$ cat src/rtl/inst_encoder_if.sv
// Symbolic-instruction request stream and encoded-word response stream.
// The master drives requests and accepts words; the encoder is the slave.
interface inst_encoder_if;
  logic        in_valid;
  logic        in_ready;
  logic [5:0]  in_op;
  logic [4:0]  in_rs;
  logic [4:0]  in_rt;
  logic [4:0]  in_rd;
  logic [4:0]  in_shamt;
  logic [31:0] in_imm;
  logic        out_valid;
  logic        out_ready;
  logic [31:0] out_inst;
  logic        out_last;

  modport master (
    output in_valid, in_op, in_rs, in_rt, in_rd, in_shamt, in_imm, out_ready,
    input  in_ready, out_valid, out_inst, out_last
  );

  modport slave (
    input  in_valid, in_op, in_rs, in_rt, in_rd, in_shamt, in_imm, out_ready,
    output in_ready, out_valid, out_inst, out_last
  );
endinterface

$ cat src/rtl/inst_encoder.sv
// Streaming MIPS instruction encoder with LI -> LUI/ORI expansion.
// Optional IMM_RANGE_CHECK_EN rejects immediates that do not fit their field.
module inst_encoder #(
  parameter int CNT_W = 16
) (
  input  logic             clk,
  input  logic             reset_n,
  inst_encoder_if.slave    bus,
  output logic             err,
  output logic [CNT_W-1:0] inst_count
);

  localparam logic [1:0] IDLE   = 2'd0;
  localparam logic [1:0] ONE    = 2'd1;
  localparam logic [1:0] FIRST  = 2'd2;
  localparam logic [1:0] SECOND = 2'd3;

  logic [1:0]  state;
  logic [31:0] outInst;
  logic [31:0] pendWord;

  logic [5:0]  opc, funct;
  logic [4:0]  rsF, rtF, rdF, shF;
  logic        known, rType, jType, liOp, twoWords, legal;
  logic [31:0] word0, word1;
  logic        accept;

  // NOTE: every always_comb output gets a default first so no path infers a latch.
  always_comb begin
    opc   = 6'h00;
    funct = 6'h00;
    rsF   = bus.in_rs;
    rtF   = bus.in_rt;
    rdF   = bus.in_rd;
    shF   = bus.in_shamt;
    known = 1'b1;
    rType = 1'b0;
    jType = 1'b0;
    liOp  = 1'b0;
    case (bus.in_op)
      6'd0:  begin rType = 1'b1; funct = 6'h20; end
      6'd1:  begin rType = 1'b1; funct = 6'h21; end
      6'd2:  begin rType = 1'b1; funct = 6'h22; end
      6'd3:  begin rType = 1'b1; funct = 6'h23; end
      6'd4:  begin rType = 1'b1; funct = 6'h24; end
      6'd5:  begin rType = 1'b1; funct = 6'h25; end
      6'd6:  begin rType = 1'b1; funct = 6'h26; end
      6'd7:  begin rType = 1'b1; funct = 6'h27; end
      6'd8:  begin rType = 1'b1; funct = 6'h2a; end
      6'd9:  begin rType = 1'b1; funct = 6'h2b; end
      6'd10: begin rType = 1'b1; funct = 6'h00; rsF = '0; end
      6'd11: begin rType = 1'b1; funct = 6'h02; rsF = '0; end
      6'd12: begin rType = 1'b1; funct = 6'h03; rsF = '0; end
      6'd13: begin rType = 1'b1; funct = 6'h08; rtF = '0; rdF = '0; shF = '0; end
      6'd14: begin rType = 1'b1; funct = 6'h09; end
      6'd15: opc = 6'h23;
      6'd16: opc = 6'h2b;
      6'd17: begin opc = 6'h0f; rsF = '0; end
      6'd18: opc = 6'h08;
      6'd19: opc = 6'h09;
      6'd20: opc = 6'h0c;
      6'd21: opc = 6'h0d;
      6'd22: opc = 6'h0a;
      6'd23: opc = 6'h0b;
      6'd24: opc = 6'h04;
      6'd25: opc = 6'h05;
      6'd26: begin opc = 6'h06; rtF = '0; end
      6'd27: begin opc = 6'h07; rtF = '0; end
      6'd28: begin opc = 6'h01; rtF = 5'd0; end
      6'd29: begin opc = 6'h01; rtF = 5'd1; end
      6'd30: begin jType = 1'b1; opc = 6'h02; end
      6'd31: begin jType = 1'b1; opc = 6'h03; end
      6'd32: begin rType = 1'b1; opc = 6'h1c; funct = 6'h02; end
      6'd33: liOp = 1'b1;
      6'd34: begin rType = 1'b1; rsF = '0; rtF = '0; rdF = '0; shF = '0; end
      default: known = 1'b0;
    endcase
  end

  // LI picks the shortest LUI/ORI sequence that materialises the constant.
  always_comb begin
    word0    = '0;
    word1    = '0;
    twoWords = 1'b0;
    if (rType)
      word0 = {opc, rsF, rtF, rdF, shF, funct};
    else if (jType)
      word0 = {opc, bus.in_imm[25:0]};
    else if (liOp) begin
      if (bus.in_imm[31:16] == 16'h0)
        word0 = {6'h0d, 5'd0, bus.in_rt, bus.in_imm[15:0]};
      else begin
        word0    = {6'h0f, 5'd0, bus.in_rt, bus.in_imm[31:16]};
        word1    = {6'h0d, bus.in_rt, bus.in_rt, bus.in_imm[15:0]};
        twoWords = (bus.in_imm[15:0] != 16'h0);
      end
    end else
      word0 = {opc, rsF, rtF, bus.in_imm[15:0]};
  end

`ifdef IMM_RANGE_CHECK_EN
  logic rangeOk;

  always_comb begin
    rangeOk = 1'b1;
    case (bus.in_op)
      6'd15, 6'd16, 6'd18, 6'd19, 6'd22, 6'd23,
      6'd24, 6'd25, 6'd26, 6'd27, 6'd28, 6'd29:
        rangeOk = (bus.in_imm[31:16] == {16{bus.in_imm[15]}});
      6'd17, 6'd20, 6'd21:
        rangeOk = (bus.in_imm[31:16] == 16'h0);
      6'd30, 6'd31:
        rangeOk = (bus.in_imm[31:26] == 6'h0);
      default: rangeOk = 1'b1;
    endcase
  end

  assign legal = known && rangeOk;
`else
  assign legal = known;
`endif

  assign bus.in_ready  = (state == IDLE) ||
                         (((state == ONE) || (state == SECOND)) && bus.out_ready);
  assign bus.out_valid = (state != IDLE);
  assign bus.out_last  = (state == ONE) || (state == SECOND);
  assign bus.out_inst  = outInst;
  assign accept        = bus.in_valid && bus.in_ready;

  // NOTE: sequential state uses non-blocking assignments so every register samples pre-edge values.
  always_ff @(posedge clk or negedge reset_n) begin
    if (!reset_n) begin
      state      <= IDLE;
      outInst    <= '0;
      pendWord   <= '0;
      err        <= 1'b0;
      inst_count <= '0;
    end else begin
      err <= accept && !legal;
      if (bus.out_valid && bus.out_ready)
        inst_count <= inst_count + CNT_W'(1);
      if (accept) begin
        if (!legal)
          state <= IDLE;
        else begin
          state    <= twoWords ? FIRST : ONE;
          outInst  <= word0;
          pendWord <= word1;
        end
      end else if ((state == FIRST) && bus.out_ready) begin
        state   <= SECOND;
        outInst <= pendWord;
      end else if (((state == ONE) || (state == SECOND)) && bus.out_ready)
        state <= IDLE;
    end
  end

endmodule

$ cat src/flat_wrapper.sv
// flat-port wrapper written by rule: the top's interface ports become plain ports
module inst_encoder_flat 
#(
  parameter int CNT_W = 16
)
  (clk, reset_n, err, inst_count, bus_in_valid, bus_in_op, bus_in_rs, bus_in_rt, bus_in_rd, bus_in_shamt, bus_in_imm, bus_out_ready, bus_in_ready, bus_out_valid, bus_out_inst, bus_out_last);
  inst_encoder_if bus_i ();
  input  logic clk;
  input  logic reset_n;
  output logic err;
  output logic [CNT_W-1:0] inst_count;
  input wire logic [$bits(bus_i.in_valid)-1:0] bus_in_valid;
  input wire logic [$bits(bus_i.in_op)-1:0] bus_in_op;
  input wire logic [$bits(bus_i.in_rs)-1:0] bus_in_rs;
  input wire logic [$bits(bus_i.in_rt)-1:0] bus_in_rt;
  input wire logic [$bits(bus_i.in_rd)-1:0] bus_in_rd;
  input wire logic [$bits(bus_i.in_shamt)-1:0] bus_in_shamt;
  input wire logic [$bits(bus_i.in_imm)-1:0] bus_in_imm;
  input wire logic [$bits(bus_i.out_ready)-1:0] bus_out_ready;
  output wire logic [$bits(bus_i.in_ready)-1:0] bus_in_ready;
  output wire logic [$bits(bus_i.out_valid)-1:0] bus_out_valid;
  output wire logic [$bits(bus_i.out_inst)-1:0] bus_out_inst;
  output wire logic [$bits(bus_i.out_last)-1:0] bus_out_last;
  assign bus_i.in_valid = bus_in_valid;
  assign bus_i.in_op = bus_in_op;
  assign bus_i.in_rs = bus_in_rs;
  assign bus_i.in_rt = bus_in_rt;
  assign bus_i.in_rd = bus_in_rd;
  assign bus_i.in_shamt = bus_in_shamt;
  assign bus_i.in_imm = bus_in_imm;
  assign bus_i.out_ready = bus_out_ready;
  assign bus_in_ready = bus_i.in_ready;
  assign bus_out_valid = bus_i.out_valid;
  assign bus_out_inst = bus_i.out_inst;
  assign bus_out_last = bus_i.out_last;
  inst_encoder #(.CNT_W(CNT_W)) u_core (.clk(clk), .reset_n(reset_n), .bus(bus_i), .err(err), .inst_count(inst_count));
endmodule
$ cat config.mk
export PLATFORM = sky130hd
export DESIGN_NAME = inst_encoder_flat
export DESIGN_NICKNAME = d
export VERILOG_FILES = /design/src/rtl/inst_encoder_if.sv /design/src/rtl/inst_encoder.sv /design/src/flat_wrapper.sv
export SDC_FILE = /design/constraint.sdc
export NUM_CORES = 1
export LEC_CHECK = 0
export ABC_AREA = 1
export CORE_UTILIZATION = 45
export CTS_CLUSTER_DIAMETER = 80
export DETAILED_ROUTE_END_ITERATION = 8
export HOLD_SLACK_MARGIN = 0.15
export MAX_ROUTING_LAYER = met4
export PLACE_DENSITY = 0.81
export RECOVER_POWER = 50
export REMOVE_ABC_BUFFERS = 1
export SLEW_MARGIN = 20
export SYNTH_ARGS = -nofsm -noshare
export SYNTH_HDL_FRONTEND = slang
export SYNTH_SLANG_ARGS = --single-unit
$ cat constraint.sdc
create_clock -name clk -period 2.7 [get_ports clk]
set_input_delay 0.405 -clock clk [delete_from_list [all_inputs] [get_ports clk]]
set_output_delay 0.405 -clock clk [all_outputs]
set_load 0.05 [all_outputs]
==> summary.md <==
| Metric | Value |
|---|---|
| GRT Total Usage | 0.289 |
| Syn-to-layout area delta | 34.4% |
| Worst setup EP type | flop |
| RSZ-0062 raised after global routing | no |
| CP max stage delay | ~620 ps |
| Outcome | finished, final reports clean |
| Critical path type | in2reg |
| Power per cell area | about 770 nW/um^2 |
| Placed cell areas | 6030 sq um |
| Endpoints failing hold | 0 |
| Placer Congestion | ~0.96 |
| Ant diodes | 0 |
| Period minus WS final | approximately 2300 ps |
| Antenna-violating nets left | 0 |
| Starting Density | 0.469 |
| Commonest non-fill, non-tap cell in the layout | nand2_1 |
| Synth top area cells | dfrtp_1 39%, nand2_1 24%, nand3_1 9.6% |
| WP data arrival | ~2600 ps |
| Non-filler instance count after layout | approximately 970 |
| Synth Warn # | 0 |
| Sequential share of the synthesized area | 0.393 |
| DR iter-0 viols | 338 |
| Commonest cells after routing, fill and taps aside | 293 x nand2_1, 96 x clkdlybuf4s50_1, 89 x nand3_1, 73 x dfrtp_1, 53 x nor2_1 |
| EDFF count, synth | 0 |
| Total power | about 4.8 mW |
| Fraction of final layout cells with drive strength greater than 1 | 0.0875 |
| Cell Count Post-Placement | 950 |
| DR pass1 iterations | 5 |
| Total grt overflow | 0 |
| Cell row count | 36 |
| Min-Delay Path Class | reg2reg |
| DR WL/cell | roughly 15 microns |
| Clock sink total | 73 |
| Max Slew Vio Count | 0 |
| # setup viols final | 0 |
| Final Skew | roughly 9.2 ps |
| Resized Gates After CTS | 0 |
| Die height | just over 100 microns |
| DR vias | just over 5000 |
| Via-per-instance ratio | about 5.2 |
| Critical Path Most Common Cell | nand2_1 |
| Hold Startpoint | u_core.pendWord[0] |
| Max VDD drop | 0.000577 V |
| Critical R2R Capture | u_core.inst_count[14] |
| Worst Reg-to-Reg Cells | 10 |
| Top cell type's share of synthesized area | 0.393 |
| Synthesized area | 4650 sq um |
| Synth Register Bits | 73 |
| CP startpoint | bus_in_op[3] |
| CP max FO | 13 |
| MaxCap Viol Count | 0 |
| Ys flop type | dfrtp_1 |
| Origin of the critical flop-to-flop path | u_core.state[0] |
| Critical path, cell by cell | clkdlybuf4s50_1 -> inv_1 -> nor2_2 -> nand3_2 -> nand2_1 -> nor2_1 -> nand2_1 -> nor2_1 -> nand2_1 -> nand2_2 -> nor2_2 -> buf_4 -> nand2_1 -> nand2_1 |
| Io pins | between 100 and 150 |
| Rel. slew slack | 0.0379 |
| Die area | between 10000 and 15000 sq um |
| Post-synthesis cell count | 702 |
| Initial antenna violation count | 0 |
| Count of different cell masters after synthesis | 33 |
| Clock-pin slew on the worst setup and hold paths | ~80 ps |
| Placed wire-length estimate | 11.1 mm |
| Worst setup SP type | primary input |
| Clock Path Buffers | 2 |
| Worst EP required | 2990 ps |
| Leakage | 3.38 nW |
| Pin count of the biggest net entering global routing | 49 |
| Hold_ws | 480 ps |
| Total core area | 9910 sq um |
| Vias in the first global route | slightly below 5000 |
| Die X | around 100 microns |
| Post-layout util | 0.630 |
| Port Buffers | ~110 |
| R2R setup slack | ~700 ps |
| Final period util | 0.847 |
| FMAX | between 400 and 500 MHz |
| Critical-path top delay cell | clkdlybuf4s50_1 |
| First-pass GRT wire length | ~24 mm |
| CTS H-tree depth | 3 |
| Worst Hold Path Cells | 2 |
| Nets | a little under 900 |
| Cell taking the most area after synthesis | dfrtp_1 |
| Min-Delay Endpoint | u_core.pendWord[0] |
| Post-route cell area | approximately 6200 sq um |
| Clock latency on the worst-skew pair | 360 ps |
| Slew @ Worst Pin | 1440 ps |
| CTS tree | built |
| Root buffer cell | clkbuf_8 |
| Routed WL | ~14 mm |
| Mean Syn Cell Area | around 6.6 sq um |
| Total CTS buffers | 9 |
| # DRC | 0 |
| Asr flop ratio synth | 1.00 |
-- cells in the mapped netlist (all sizes together), types with 2 or more instances --
| cell type | n |
|---|---|
| a21oi | 17 |
| buf | 22 |
| clkbuf | 10 |
| dfrtp | 73 |
| inv | 58 |
| nand2 | 297 |
| nand3 | 90 |
| nand3b | 9 |
| nand4 | 9 |
| nor2 | 59 |
| nor3 | 8 |
| nor4 | 3 |
| o2111ai | 2 |
| o21ai | 19 |
| or2 | 3 |
| xnor2 | 6 |
| xor2 | 9 |
-- layer usage --
layer  vias up  global-route usage  share of wire
li1       2474                   -              -
met1      2327               0.383           0.46
met2       209               0.458           0.46
met3        20              0.0453          0.063
met4         0              0.0807          0.016
met5         -                   -              0
-- power breakdown --
group          internal, mW  switching (mW)  total, mW
clock                 0.446           0.480      0.926
combinational         0.763            1.58       2.34
sequential             1.34           0.170       1.51
-- how the worst max path moves through the flow --
| stage | endpoint | slack [ps] | cells after the start |
|---|---|---|---|
| final | u_core.pendWord[21] | 410 | 14 |
| after global routing | u_core.pendWord[21] | 150 | 14 |
| after CTS | u_core.pendWord[21] | 440 | 14 |
| after detailed placement | u_core.pendWord[21] | 90 | 14 |
| after global placement | u_core.pendWord[15] | 10 | 14 |
| after floorplan | u_core.pendWord[0] | -1650 | 7 |
-- stage by stage --
step | setup TNS (ps) | setup WS [ps]
after floorplan | -85230 | -1650
after global placement | 0 | 13.0
after detailed placement | 0 | 88.3
after CTS | 0 | 438
after global routing | 0 | 153
final | 0 | 414
-- kinds of logic after synthesis --
family                   count (synthesis)  synth area share
flip-flops                              73             0.393
AO/OA/AOI/OAI                           43            0.0509
adder cells (fa/ha/maj)                  1           0.00269
XOR/XNOR                                15            0.0283
AND/OR/NAND/NOR                        479             0.439
buffers and inverters                   91            0.0867
-- worst max-delay path, delay by kind of cell --
kind          cells  cell delay, ps
buf+inv           3             950
simple gates     11            1240
-- cell type report --
| type | count | area [sq um] |
|---|---|---|
| Clock buffer | 9 | 124 |
| Clock inverter | 7 | 85.1 |
| Fill cell | 886 | 3660 |
| Inverter | 59 | 221 |
| Multi-Input combinational cell | 538 | 2420 |
| Sequential cell | 73 | 1830 |
| Tap cell | 133 | 166 |
| Timing Repair Buffer | 148 | 1400 |
-- what timing repair did --
action                                 4_1_cts  5_1_grt
endpoints found under the hold margin       25        0
hold buffers                                 1        0
setup buffers                                0        0
-- state kept, by name, summed over array words and instances (netlist names) --
name                 count
u_core.err               1
u_core.pendWord         22
u_core.state             2
u_core.inst_count       16
u_core.bus.out_inst     32
No activity file was read; power rests on OpenSTA's default activity.
==> RTL change: new RTL, same settings <==
The output `err` loses its register stage (`err` becomes a continuous assignment).
--- a/src/rtl/inst_encoder.sv
+++ b/src/rtl/inst_encoder.sv
@@ -133,10 +133,8 @@
       state      <= IDLE;
       outInst    <= '0;
       pendWord   <= '0;
-      err        <= 1'b0;
       inst_count <= '0;
     end else begin
-      err <= accept && !legal;
       if (bus.out_valid && bus.out_ready)
         inst_count <= inst_count + CNT_W'(1);
       if (accept) begin
@@ -155,5 +153,7 @@
     end
   end
 
+  assign err = accept && !legal;
+
 endmodule
 
Behaviour: not the same (a bounded check fails within 4 cycles, from zero or initial values and one cycle with reset_n low).
==> RTL change against the unedited design <==
  * The flow now finishes with violations (max-capacitance violations, max-slew violations)
  * Via count decreased by 0.12%
  * Final area is 2.3% higher
  * Synthesized area up 4.4%
  * Die area rose by 4.3%
  * Routed wire length decreased by 2.7%
  * Register-to-register slack improved by 0.08 ns
  * Power increased by 1.0%
  * Utilization shrank 1.4 points
  * Count of clock-buffer cells in the layout stayed put
  * Global-route usage decreased by 1.8 points
  * Sequential cell count fell by 1
  * Synthesized cell count increased by 0.71%
  * Worst setup slack got worse by 0.32 ns
  * Critical path type is now primary input to primary output
==> RTL change: results (changes against the unedited design) <==
- Largest net degree at the start of global routing: 73 (+49%)
- Hold crit path type: register to register
- Placed cells: 950 (unchanged)
- Max clock buf depth: 2 (unchanged)
- DP Area: 6150 um2 (+2.0%)
- Layout cell share with drive strength beyond 1: 12.6% (+3.9 points)
- Status: finished with violations
- NumNets Final: 889 (-0.34%)
- Leakage Power: 3.49 nW (+3.1%)
- Num CTS Buffers: 9 (unchanged)
- Worst Hold Path Cells: 2 (unchanged)
- Global-route wire length before repair: 23.2 mm (-3.9%)
- Layout Skew: 0.0132 ns (+0.00392 ns)
- Total of max-cap violations: 1 (+1)
- Failing checks: max-capacitance violations, max-slew violations
- Critical path arrival: 2.20 ns (-0.37 ns)
- Worst Tran Pin Value: 1.79 ns (+0.352 ns)
- HP Start: u_core.pendWord[1]$_DFFE_PN0P_
- Placer Congestion: 0.936 (-2.2%)
- Vias: 5024 (-0.12%)
- Total track usage: 27.0% (-1.8 points)
- Max reg flops: 32 (unchanged)
- Critical-path maximum fanout: 10 (-3)
- VDD IR max: 0.669 mV (+16%)
- Post-CTS Setup Inserts: 0 (unchanged)
- DR iter-0 viols: 358 (+5.9%)
- Vias per cell: 5.20 (-0.12%)
- Ys flop type: dfrtp_1
- Unique masters post-synth: 32 (-3.0%)
- Worst Hold Endpoint: u_core.pendWord[1]$_DFFE_PN0P_
- Worst skew pair latency: 0.37 ns
- Htree depth: 3 (unchanged)
- Clk root buf: clkbuf_8
- Worst Reg2Reg Path Length in Cells: 10 (unchanged)
- Initial antenna violation count: 0 (unchanged)
- Ranking of synthesized cells by area: dfrtp_1 (37%), nand2_1 (20%), nand3_1 (11%)
- Reg2reg setup slack: 0.78 ns (+0.08 ns)
- Sequential cell area fraction in the yosys report: 37.1% (-2.2 points)
- Port Buf Inserts: 113 (unchanged)
- Fin. max-slew vios: 73 (+73)
- Detailed placer's ending HPWL: 10.1 mm (-9.1%)
- Vias in the first global route: 4708 (-4.9%)
- Drt first pass iters: 6 (+1)
- FF-to-FF Start: u_core.state[0]$_DFFE_PN0P_
- Total wire length: 14.0 mm (-2.7%)
- RR Endpoint: u_core.inst_count[14]$_DFFE_PN0P_
- Post-synth ARST share: 100% (unchanged)
- ANT cells: 0 (unchanged)
- Clock transition at path regs: roughly 0.09 ns
- Avg Cell Area, Syn: 6.86 um2 (+3.6%)
- Yosys warnings: 0 (unchanged)
- Post-synth top cells: nand2_1 (264), nand3_1 (110), dfrtp_1 (72)
## RTL change: report_power, final
| group | leakage (nW) | internal [W] | switching (W) |
|---|---|---|---|
| Combinational | 2.42 | 0.000804 | 0.00158 |
| Sequential | 0.970 | 0.00133 | 0.000188 |
| Clock | 0.102 | 0.000449 | 0.000491 |
## RTL change: what timing repair did
action,4_1_cts,5_1_grt
endpoints found under the setup margin,1,1
resized for setup,1,6
pin swaps,0,1
gates cloned,0,1
## RTL change: kinds of logic after synthesis
family | after synthesis | share of synthesized area [%]
adder cells (fa/ha/maj) | 1 | 0.258
AO/OA/AOI/OAI | 25 | 3.07
AND/OR/NAND/NOR | 489 | 46.2
XOR/XNOR | 15 | 2.71
flip-flops | 72 | 37.1
buffers and inverters | 105 | 10.7
## RTL change: layout make-up
class | instances | area, um2
timing repair buffer | 139 | 1370
inverter | 73 | 274
clock inverter | 7 | 87.6
fill | 965 | 3980
sequential | 72 | 1800
clock buffer | 9 | 124
tap | 136 | 170
multi-input combinational | 531 | 2560
## RTL change: critical path: stages
cell,delay [ns]
clkdlybuf4s50_1,0.55
nor2_2,0.44
nand3_1,0.21
nand2_1,0.14
nor2_1,0.05
nand2_1,0.05
nor2_1,0.04
nand2_2,0.11
nor2_4,0.05
buf_12,0.14
## RTL change: through the flow
step / hold slack, ns / setup WS, ns / TNS, ns / power, W
floorplan: 0.109 / -1.52 / -81.32 / 0.00302
global placement: 0.455 / -0.131 / -3.33 / 0.00391
detailed placement: 0.457 / -0.129 / -3.09 / 0.00394
CTS: 0.208 / 0.00570 / 0 / 0.00487
global route: 0.501 / 0.00956 / 0 / 0.00508
finish: 0.479 / 0.0939 / 0 / 0.00483
## RTL change: worst max-delay path by stage
stage                                      from                        endpoint  slack, ns  cells past startpoint
floorplan           u_core.state[0]$_DFFE_PN0P_  u_core.pendWord[0]$_DFFE_PN0P_      -1.52                      8
global placement                   bus_in_op[5]                             err      -0.13                     10
detailed placement                 bus_in_op[5]     u_core.state[0]$_DFFE_PN0P_      -0.13                     12
CTS                                bus_in_op[4]                             err      0.006                     13
global route                       bus_in_op[1]                             err       0.01                     11
finish                             bus_in_op[2]                             err       0.09                     10
## RTL change: metal layers
| metal | track usage (%) | vias to the layer above | wire length, um |
|---|---|---|---|
| met5 | - | - | 0 |
| met4 | 9.33 | 0 | 294 |
| met3 | 4.08 | 24 | 999 |
| met2 | 42.0 | 226 | 6390 |
| met1 | 36.1 | 2302 | 6320 |
| li1 | - | 2472 | - |
